`src/rtl/rv_pkg.sv`:
```
// Shared RV32 core definitions: datapath width, fetch state encoding and reset constants.
package rv_pkg;

   localparam int XLEN = 32;
   localparam logic [31:0] DEFAULT_RESET_PC = 32'h0000_0000;
   localparam logic [31:0] NOP = 32'h0000_0013;

   typedef enum logic [1:0] {
      ST_IDLE,
      ST_REQ,
      ST_WAIT,
      ST_HOLD
   } fetch_state_t;

endpackage

```
`src/rtl/rv_fetch_unit.sv`:
```
// Instruction fetch stage: one outstanding read to the memory controller at a time,
// returned word is held for decode on a valid/ready handshake; redirects squash stale fetches.
module rv_fetch_unit #(
   parameter int ADDR_W = 24,
   parameter int XLEN = 32,
   parameter logic [XLEN-1:0] RESET_PC = 32'h0000_0000
)(
   input  logic              clk,
   input  logic              rst_n,
   input  logic              redirect_valid,
   input  logic [XLEN-1:0]   redirect_pc,
   output logic              instr_valid,
   input  logic              instr_ready,
   output logic [XLEN-1:0]   instr_data,
   output logic [XLEN-1:0]   instr_pc,
   output logic [ADDR_W-1:0] mem_addr,
   output logic              mem_we,
   output logic [31:0]       mem_data_in,
   output logic              mem_enable,
   input  logic [31:0]       mem_data_out,
   input  logic              mem_op_r
);

   import rv_pkg::*;

   fetch_state_t state, state_nxt;
   logic [XLEN-1:0] pc, pc_nxt;
   logic discard, discard_nxt;
   logic capture;
   logic unused_redirect_bits;

   assign unused_redirect_bits = ^redirect_pc[1:0];

   assign mem_we      = 1'b0;
   assign mem_data_in = 32'h0;
   assign mem_enable  = (state == ST_REQ);
   assign instr_valid = (state == ST_HOLD);

   // A response that coincides with a redirect belongs to the old path, so it is
   // dropped and the outstanding request is considered retired (discard stays clear).
   always_comb begin
      state_nxt   = state;
      pc_nxt      = pc;
      discard_nxt = discard;
      capture     = 1'b0;
      case (state)
         ST_IDLE: state_nxt = ST_REQ;
         ST_REQ: begin
            state_nxt = ST_WAIT;
            if (redirect_valid) discard_nxt = 1'b1;
         end
         ST_WAIT: begin
            if (mem_op_r) begin
               if (discard || redirect_valid) begin
                  state_nxt   = ST_REQ;
                  discard_nxt = 1'b0;
               end else begin
                  state_nxt = ST_HOLD;
                  capture   = 1'b1;
               end
            end else if (redirect_valid) begin
               discard_nxt = 1'b1;
            end
         end
         ST_HOLD: begin
            if (redirect_valid) begin
               state_nxt = ST_REQ;
            end else if (instr_ready) begin
               state_nxt = ST_REQ;
               pc_nxt    = pc + XLEN'(4);
            end
         end
         default: state_nxt = ST_IDLE;
      endcase
      if (redirect_valid) pc_nxt = {redirect_pc[XLEN-1:2], 2'b00};
   end

   always_ff @(posedge clk or negedge rst_n) begin
      if (!rst_n) begin
         state   <= ST_IDLE;
         pc      <= RESET_PC;
         discard <= 1'b0;
      end else begin
         state   <= state_nxt;
         pc      <= pc_nxt;
         discard <= discard_nxt;
      end
   end

   // The address is loaded on entry to REQ so it stays put across the whole WAIT,
   // even if a redirect moves the PC underneath an outstanding request.
   always_ff @(posedge clk or negedge rst_n) begin
      if (!rst_n) begin
         mem_addr   <= '0;
         instr_data <= '0;
         instr_pc   <= '0;
      end else begin
         if (state_nxt == ST_REQ) mem_addr <= pc_nxt[ADDR_W+1:2];
         if (capture) begin
            instr_data <= mem_data_out;
            instr_pc   <= pc;
         end
      end
   end

endmodule

```
`config.mk`:
```
export PLATFORM = sky130hd
export DESIGN_NAME = rv_fetch_unit
export DESIGN_NICKNAME = d
export VERILOG_FILES = /design/src/rtl/rv_pkg.sv /design/src/rtl/rv_fetch_unit.sv
export SDC_FILE = /design/constraint.sdc
export NUM_CORES = 1
export LEC_CHECK = 0
export ABC_AREA = 1
export ABC_CLOCK_PERIOD_IN_PS = 1400
export CELL_PAD_IN_SITES_DETAIL_PLACEMENT = 2
export CELL_PAD_IN_SITES_GLOBAL_PLACEMENT = 2
export CORE_AREA = 2 2 182 140
export DETAILED_ROUTE_END_ITERATION = 12
export DIE_AREA = 0 0 184 142
export PLACE_DENSITY_LB_ADDON = 0.1
export SLEW_MARGIN = 20
export SYNTH_ARGS = -nofsm -noshare
export SYNTH_HDL_FRONTEND = slang
export SYNTH_SLANG_ARGS = --single-unit
```
`constraint.sdc`:
```
create_clock -name clk -period 1.4 [get_ports clk]
set_input_delay 0.21 -clock clk [delete_from_list [all_inputs] [get_ports clk]]
set_output_delay 0.21 -clock clk [all_outputs]
set_load 0.005 [all_outputs]
```
Word-level counts from Yosys, hierarchy flattened

Index checks and enable logic that the tools add are counted.

Flip-flop bits (word level): 123
Bits of input ports: 69
Output and inout bits: 123
Word-level logic and storage cells: 35

Add/sub/neg operators: 1
Equality and inequality tests: 5
Mux-type cells: 15
Reductions and logical operators: 7

Operators by type and width:

| cell                                                            | number |
|---|---|
| 32-bit two-way mux                                              | 3 |
| 32-bit by 3-bit adder with 32-bit output, second input constant | 1 |
| 2-bit two-way mux                                               | 4 |
| 2-bit case mux with 4 select lines                              | 1 |
| 1-bit two-way mux                                               | 6 |
| 2-bit nonzero test                                              | 3 |
| 2-bit by 1-bit == test with 1-bit output, second input constant | 2 |
| 2-bit == test, second input constant                            | 2 |
| 2-bit AND reduction                                             | 2 |
| 3-bit inequality test, second input constant                    | 1 |
| 2-bit zero test                                                 | 1 |
| 1-bit case mux with 2 select lines                              | 1 |
| 1-bit logical OR                                                | 1 |

Longest topological paths before layout

Depth after elaboration: 5
Depth in mapped cells: 12
Depth with buffers taken out: 11

Worst setup path before layout

No wires, ideal clock.

Path type: reg-to-reg
Start: reg pc[3]
End: reg pc[22]
Arrival time: 1.359 ns
Path slack: -0.078 ns
Cell stages (with the launch flop): 11
Cells stage by stage: dfrtp_1 ha_1 inv_1 nor2_4 nand3_4 nor2_4 buf_6 nand2_1 nand2_1 nand3_1 and2_1

Cells in the longest elaborated chain, start to end: 4

RTL lines:

| element                                  | RTL line            | source |
|---|---|---|
| from (decl)                              | rv_fetch_unit.sv:27 | `logic [XLEN-1:0] pc, pc_nxt;` |
| from (signal assigned)                   | rv_fetch_unit.sv:85 | `pc <= pc_nxt;` |
| 32-bit by 3-bit adder with 32-bit output | rv_fetch_unit.sv:70 | `pc_nxt = pc + XLEN'(4);` |
| 32-bit two-way mux                       | rv_fetch_unit.sv:68 | `end else if (instr_ready) begin` |
| 32-bit two-way mux                       | rv_fetch_unit.sv:46 | `case (state)` |
| 32-bit two-way mux                       | rv_fetch_unit.sv:75 | `if (redirect_valid) pc_nxt = {redirect_pc[XLEN-1:2], 2'b00};` |
| via pc_nxt[22]                           | rv_fetch_unit.sv:27 |  |

The timed path passes the listed nets, and every way through them passes these cells. The select of a mux whose other input is x is not followed.
A chain may end at the register's enable or synchronous reset.

Final worst setup path

Start: reg state[0]
End: reg mem_addr[17]

Cells in the longest elaborated chain, start to end: 4

RTL lines:

| element                                  | RTL line            | source |
|---|---|---|
| from (decl)                              | rv_fetch_unit.sv:26 | `fetch_state_t state, state_nxt;` |
| from (signal assigned)                   | rv_fetch_unit.sv:84 | `state <= state_nxt;` |
| 2-bit two-way mux                        | rv_fetch_unit.sv:68 |  |
| 2-bit two-way mux                        | rv_fetch_unit.sv:66 | `if (redirect_valid) begin` |
| 2-bit case mux with 4 select lines       | rv_fetch_unit.sv:46 |  |
| 2-bit by 1-bit == test with 1-bit output | rv_fetch_unit.sv:98 | `if (state_nxt == ST_REQ) mem_addr <= pc_nxt[ADDR_W+1:2];` |
| to (signal assigned)                     | rv_fetch_unit.sv:98 |  |
| to (decl)                                | rv_fetch_unit.sv:16 | `output logic [ADDR_W-1:0] mem_addr,` |

Parallel ways exist; a longest one is shown, timed or not. The select of a mux whose other input is x is not followed.

==> metrics.md <==
| Metric | Value |
|---|---|
| Synth top area share | `51.6%` |
| Power share of the clock group | `24.7%` |
| Final Skew | `0.00818 ns` |
| Num Clock Sinks | `119` |
| Number of enable flip-flop cells after synthesis | `0` |
| Peak Freq | `608 MHz` |
| Vertical die dimension | `142 µm` |
| Post-synthesis instance area | `5770 µm²` |
| Worst R2R Path Depth | `10` |
| Leakage power summed over all cells | `4.77 nW` |
| Largest fanout of any net on the critical path | `11` |
| Weighted congestion at the end of routability-driven global placement | `0.783` |
| Max-slew violations | `0` |
| Number of placed instances, taps included | `1142` |
| H-tree depth | `4` |
| Fillers | `2610` |
| Worst Setup SP | `state[0]$_DFF_PN0_` |
| Switch Pwr | `6.20 mW` |
| Sw Ratio | `35.3%` |
| Cell count after synthesis | `632` |
| Clock buffer depth | `2` |
| Headroom to the max-slew limit | `62.9%` |
| Routed WL | `22500 µm` |
| Antenna violations before repair | `0` |
| Most used standard cells in the synthesized netlist | `181 x sky130_fd_sc_hd__nand2_1, 119 x sky130_fd_sc_hd__dfrtp_1, 47 x sky130_fd_sc_hd__inv_1` |
| Cell types occupying the most area after synthesis | `sky130_fd_sc_hd__dfrtp_1 52%, sky130_fd_sc_hd__nand2_1 12%, sky130_fd_sc_hd__mux2_2 7.0%, sky130_fd_sc_hd__buf_4 4.6%, sky130_fd_sc_hd__nand3_1 3.6%` |
| Mapped Avg Cell Area | `9.12 µm²` |
| Fin crit share | `118%` |
| Setup slack of the most critical reg-to-reg path | `-0.25 ns` |
| Vias post-DR | `5276` |
| Area of the core | `24400 µm²` |
| Post-layout instance area | `9860 µm²` |
| Final count of hold timing violations | `0` |
| FFs w/ async S/R, synth | `100%` |
| Combinational group share of total power | `42.4%` |
| Worst Setup EP | `mem_addr[17]$_DFFE_PN0N_` |
| Buffer cell driving the clock tree root | `sky130_fd_sc_hd__clkbuf_16` |
| Fin crit period | `1.65 ns` |
| Layout-stage area growth over the synthesis result | `71.1%` |
| Count of routing violations after the opening detailed-route iteration | `165` |
| Overall routing resource usage | `17.0%` |
| Share of the yosys chip area belonging to registers | `51.6%` |
| Worst endpoint data arrival time | `1.96 ns` |
| TritonCTS clock tree | `built` |
| Largest net degree at the start of global routing | `79` |
| Startpoint of the worst-slack reg-to-reg timing path | `state[0]$_DFF_PN0_` |
| Layout Cells excl Fill | `1227` |
| Number of search-and-repair iterations in the first detailed-routing pass | `4` |
| Share of final-layout standard cells stronger than drive strength 1 | `38.0%` |
| Leading cell type by number of instances after synthesis | `sky130_fd_sc_hd__nand2_1` |
| DPL Wire Length | `14700 µm` |
| Required @ worst endpoint | `1.71 ns` |
| Remaining routing DRC violations | `0` |
| Sequential Power Share | `32.9%` |
| Routed wire length per instance | `18.3 µm` |
| Cell type with the largest total area after synthesis | `sky130_fd_sc_hd__dfrtp_1` |
| Post-detailed-route via-to-cell ratio | `4.30` |
| Maxcap violations | `0` |
| Die Wd | `184 µm` |
| Worst setup margin | `-0.245 ns` |
| Most used DFF post-synth | `sky130_fd_sc_hd__dfrtp_1` |
| Crit path kind | `reg2reg` |
| Unrepaired setup endpoints after global routing | `yes` |
| Wire length of the first global-routing pass | `33800 µm` |
| Run status | `finished with violations` |
| Violated checks | `negative setup slack` |
| Antenna viol nets, final | `0` |
| NumNets Final | `971` |
| Setup-violating endpoint count in the final report | `115` |
| Count of different cell masters after synthesis | `40` |
| Initial Util | `23.6%` |
| # rows | `50` |
| Internal Pwr Total | `11.3 mW` |
| Max IR drop VDD | `0.768 mV` |
| Synth Register Bits | `119` |
| Input/output buffers | `154` |
| Vias in the first global route | `5937` |
| Insertion delay to the later sink of the worst-skew pair | `0.42 ns` |
| Least-Margin Pin Slew | `0.557 ns` |
| Total gr overflow | `0` |
| Top Ports | `192` |
| Worst hold path type | `in2async` |
| Critical Path Sink Type | `register` |
| Die ar. | `26100 µm²` |
| CTS Buf Count | `17` |
| Clock edge transition at the registers on the reported setup and hold paths | `0.06 ns` |
| Area after detailed placement | `8070 µm²` |
| Count of yosys warnings during synthesis | `0` |
| Cell area power density | `1780 nW/µm²` |
| Reg2Reg Capture Point | `mem_addr[17]$_DFFE_PN0N_` |
| Category of the worst setup path launch point | `register` |
[metrics by stage]
step                worst slack, ns  utilization [%]  hold slack, ns  total power, mW  setup TNS (ns)
detailed placement           -0.483             33.1           0.284             12.1          -40.91
floorplan                   -0.0543                -         -0.0856             7.98          -0.326
CTS                          -0.198             38.1           0.377             16.7          -10.31
finish                       -0.245             40.4           0.350             17.5          -15.98
global route                 -0.349             40.4           0.398             18.7          -25.65
global placement             -0.438             33.1           0.285             11.9          -37.73
[critical path, cell delays in order (launching register included)]
cell                       delay (ns)
sky130_fd_sc_hd__dfrtp_2         0.44
sky130_fd_sc_hd__nand2_4         0.11
sky130_fd_sc_hd__nor2_8          0.20
sky130_fd_sc_hd__nand3_4         0.14
sky130_fd_sc_hd__nor2_4          0.13
sky130_fd_sc_hd__buf_12          0.14
sky130_fd_sc_hd__nand2_1         0.06
sky130_fd_sc_hd__nand2_1         0.09
sky130_fd_sc_hd__nand3_1         0.08
sky130_fd_sc_hd__nand3b_1        0.09
sky130_fd_sc_hd__nand2_1         0.05
[final cells by class]
| type | count | area (µm²) | area share (%) |
|---|---|---|---|
| sequential | 119 | 2980 | 30.2 |
| multi-input combinational | 438 | 2900 | 29.4 |
| timing repair buffer | 273 | 2800 | 28.4 |
| clock buffer | 18 | 429 | 4.35 |
| tap | 312 | 390 | 3.96 |
| inverter | 52 | 215 | 2.18 |
| clock inverter | 14 | 141 | 1.43 |
| antenna | 1 | 2.50 | 0.0254 |
[flip-flops by register name, summed over array words and instances (netlist names)]
signal      flops
state           2
instr_pc       30
mem_addr       24
discard         1
pc             30
instr_data     32
[repair_timing]
item,4_1_cts,5_1_grt
setup endpoints to repair,193,113
gates cloned,5,6
hold buffers,1,0
setup buffers,32,12
gates resized for setup,224,113
hold endpoints to repair,119,0
pin swaps,26,24
[power groups by stage]
stage / clock [mW] / combinational, mW / sequential (mW)
after floorplan: 0 / 2.34 / 5.64
after global placement: 0 / 6.21 / 5.66
after detailed placement: 0 / 6.36 / 5.72
after CTS: 4.42 / 6.61 / 5.68
after global routing: 4.58 / 8.12 / 5.99
final: 4.33 / 7.44 / 5.77
[per-layer routing]
metal / wire [µm] / share of wire [%] / track usage (%)
met1: 10700 / 48 / 23.3
met2: 10900 / 49 / 27.9
met3: 656 / 2.9 / 3.07
met4: 178 / 0.79 / 3.92
met5: 0 / 0 / 0
[cell families after synthesis]
family / share of synthesized area (%)
AND/OR/NAND/NOR: 23.1
flip-flops: 51.6
buffers and inverters: 10.4
AO/OA/AOI/OAI: 5.95
multiplexers: 7.03
XOR/XNOR: 1.63
adder cells (fa/ha/maj): 0.217
other: 0.0650
[worst min path at each step]
stage / from / endpoint / slack, ns
final: rst_n / instr_data[5]$_DFFE_PN0P_ / 0.35
after CTS: rst_n / instr_data[5]$_DFFE_PN0P_ / 0.38
after global routing: rst_n / instr_data[5]$_DFFE_PN0P_ / 0.40
after floorplan: rst_n / discard$_DFFE_PN0P_ / -0.09
after detailed placement: rst_n / instr_data[5]$_DFFE_PN0P_ / 0.28
after global placement: rst_n / instr_data[6]$_DFFE_PN0P_ / 0.28
[cells in the final DEF, fill, tap and decap left out, types with 3 or more instances in the layout]
| cell type | count |
|---|---|
| sky130_fd_sc_hd__nand3_1 | 30 |
| sky130_fd_sc_hd__inv_6 | 5 |
| sky130_fd_sc_hd__nand2_4 | 23 |
| sky130_fd_sc_hd__xor2_1 | 4 |
| sky130_fd_sc_hd__o21ai_2 | 20 |
| sky130_fd_sc_hd__nand2_2 | 31 |
| sky130_fd_sc_hd__o21ai_1 | 18 |
| sky130_fd_sc_hd__inv_2 | 6 |
| sky130_fd_sc_hd__clkdlybuf4s50_1 | 65 |
| sky130_fd_sc_hd__dlygate4sd2_1 | 86 |
| sky130_fd_sc_hd__nor2_4 | 21 |
| sky130_fd_sc_hd__buf_6 | 20 |
| sky130_fd_sc_hd__buf_8 | 4 |
| sky130_fd_sc_hd__nand4_1 | 5 |
| sky130_fd_sc_hd__inv_1 | 41 |
| sky130_fd_sc_hd__or2_2 | 10 |
| sky130_fd_sc_hd__a31oi_1 | 4 |
| sky130_fd_sc_hd__conb_1 | 35 |
| sky130_fd_sc_hd__buf_4 | 72 |
| sky130_fd_sc_hd__dfrtp_1 | 117 |
| sky130_fd_sc_hd__nor2_1 | 7 |
| sky130_fd_sc_hd__a21boi_1 | 5 |
| sky130_fd_sc_hd__nor2_2 | 14 |
| sky130_fd_sc_hd__mux2_2 | 35 |
| sky130_fd_sc_hd__nand3_2 | 11 |
| sky130_fd_sc_hd__clkbuf_16 | 23 |
| sky130_fd_sc_hd__buf_16 | 4 |
| sky130_fd_sc_hd__buf_12 | 15 |
| sky130_fd_sc_hd__xor2_2 | 5 |
| sky130_fd_sc_hd__inv_4 | 3 |
| sky130_fd_sc_hd__o21ai_0 | 4 |
| sky130_fd_sc_hd__nand2_1 | 131 |
| sky130_fd_sc_hd__clkinvlp_4 | 3 |
| sky130_fd_sc_hd__nand3_4 | 4 |
| sky130_fd_sc_hd__and2_4 | 3 |
(Power assumes the default switching activity.)
==> variant: new RTL, same flow settings <==
Set the parameter `ADDR_W` to 12 (it was 24).
--- a/src/rtl/rv_fetch_unit.sv
+++ b/src/rtl/rv_fetch_unit.sv
@@ -3,3 +3,3 @@
 module rv_fetch_unit #(
-   parameter int ADDR_W = 24,
+   parameter int ADDR_W = 12,
    parameter int XLEN = 32,
Ports: changed (resized mem_addr); port bits go from 192 to 180. The function was not compared with the original's and may differ.
==> variant against the original RTL <==
The flow still finishes with violations (setup timing). Sequential share of layout area grew 0.060 points. Non-clock buffer count is 10 higher. Design area shrank 10%. First-iteration DRC count is 6.7% higher. Setup slack better by 0.0042 ns. Highest routed layer unchanged. Critical path type unchanged. Area after synthesis fell by 7.3%. Routed wire length grew 0.33%. Sequential cell count down 12. Combinational power down 17%. Largest cell class unchanged. Total power shrank 22%.
==> variant: results (changes against the original RTL) <==
[final_layout]
num-fill-cells=2695  ; +3.3%
top_regs=instr_data (32), instr_pc (30), pc (30)
num-nets-final=967  ; -0.41%
drive_above_1_share=0.280  ; -0.0992
layout.cells.non_filler=1214  ; -1.1%
diodes=0  ; -1

[sta]
tns_ns=-15.28  ; +0.694 ns
hold_viol_final=0  ; unchanged
finClkSkew_ns=0.00981  ; +0.00163 ns
setup_violations=103  ; -10%
worst_hold_slack_ns=0.397  ; +0.0473 ns
fin_ws_ns=-0.241  ; +0.00424 ns

[placed_design]
finalWeightedCongestion=0.788  ; +0.63%
dp_hpwl_um=15800  ; +7.7%
port-buffer-count=142  ; -7.8%
placedCellCount=1137  ; -0.44%

[synthesis]
ys_top_cells_by_area=dfrtp_1, nand2_1, mux2_1
synthArstFlopShare=1.00  ; unchanged
ys_types=34  ; -15%
syn_area_per_cell_um2=8.61  ; -5.6%
yosysWarnings=0  ; unchanged
synth_common_cells=nand2_1, dfrtp_1, inv_1
yosysSeqAreaShare=0.501  ; -0.0157

[clock_network]
cts.clk_slew.worst_paths_ns=0.08  ; +0.02 ns
cts-root-buf=clkbuf_16
cts_buffers=9  ; -8
h-tree-depth=3  ; -1
clk_path_buf_depth=2  ; unchanged
clock_latency_ns=0.37  ; -0.05 ns

[setup_path]
r2r_start=discard
cp_max_fo=9  ; -2
r2r-end=instr_data[8]
reg2reg_depth=6  ; -4
cp_data_arrival_time_ns=1.88  ; -0.08 ns

[status]
run_status=finished, violations left
failed_checks=setup timing

[route]
drt_iter0_drc=176  ; +6.7%
vias=5240  ; -0.68%
totalWireLength_um=22500  ; +0.33%
drtPass1Iterations=4  ; unchanged

[grt]
antenna_found_initial=0  ; unchanged
track_usage=0.167  ; -0.00267
grt_pass1_wl_um=33100  ; -1.9%
grt_max_degree=81  ; +2.5%
grt_pass1_vias=5737  ; -3.4%

[pwr]
ir_drop_mv=0.576  ; -25%
leakage_nw=4.31  ; -9.6%

[min_path]
holdCritPathClass=input pin to asynchronous set/reset pin

## variant: routing by layer
layer / up-vias / track usage / share of wire
met3: 13 / 0.0317 / 0.043
met2: 138 / 0.264 / 0.45
met4: 0 / 0.0316 / 0.0083
met1: 2604 / 0.240 / 0.50
met5: - / 0 / 0
li1: 2485 / - / -
## variant: per-stage QoR
stage               total power [W]  instance area [um^2]  utilization  setup WS (ns)
floorplan                   0.00685                  5480            -         0.0294
global placement             0.0103                  7620        0.312         -0.358
detailed placement           0.0105                  7620        0.312         -0.420
CTS                          0.0136                  8530        0.350         -0.155
global route                 0.0148                  8870        0.363         -0.316
finish                       0.0138                  8870        0.363         -0.241
## variant: critical path, stage by stage (launching register included)
cell	delay (ns)
dfrtp_1	0.39
or2_1	0.25
inv_2	0.10
nand4_4	0.10
buf_12	0.17
clkbuf_16	0.17
mux2_1	0.34
## variant: what timing repair did
action,CTS,global route
gates cloned,4,5
setup buffers,38,17
hold endpoints to repair,107,0
hold buffers,1,0
pin swaps,35,21
gates resized for setup,180,45
setup endpoints to repair,175,107
## variant: logic make-up after synthesis
logic type	synth area share
buffers and inverters	0.106
XOR/XNOR	0.00655
flip-flops	0.501
AO/OA/AOI/OAI	0.0641
multiplexers	0.0758
AND/OR/NAND/NOR	0.244
adder cells (fa/ha/maj)	0.00234
other	0.000701
## variant: layout make-up
type	instances	area, um^2	share of cell area
tap	312	390	0.0440
inverter	58	240	0.0271
clock buffer	10	229	0.0258
timing repair inverter	1	7.51	0.000847
multi-input combinational	437	2580	0.291
clock inverter	6	60.1	0.00677
timing repair buffer	283	2680	0.302
sequential	107	2690	0.303
## variant: how the worst max path moves through the flow
stage,from,to,slack [ns],cells after the start
6_report,discard,instr_data[8],-0.24,6
3_3_place_gp,redirect_valid,mem_addr[1],-0.36,8
5_1_grt,pc[2],mem_addr[8],-0.32,9
4_1_cts,state[0],pc[21],-0.16,10
3_5_place_dp,instr_ready,mem_addr[10],-0.42,9
2_1_floorplan,pc[2],pc[10],0.03,7
## variant: report_power, final
| part | leakage [nW] | switching (W) | internal [W] |
|---|---|---|---|
| Combinational | 2.86 | 0.00292 | 0.00326 |
| Clock | 0.134 | 0.00134 | 0.00125 |
| Sequential | 1.31 | 0.000718 | 0.00428 |
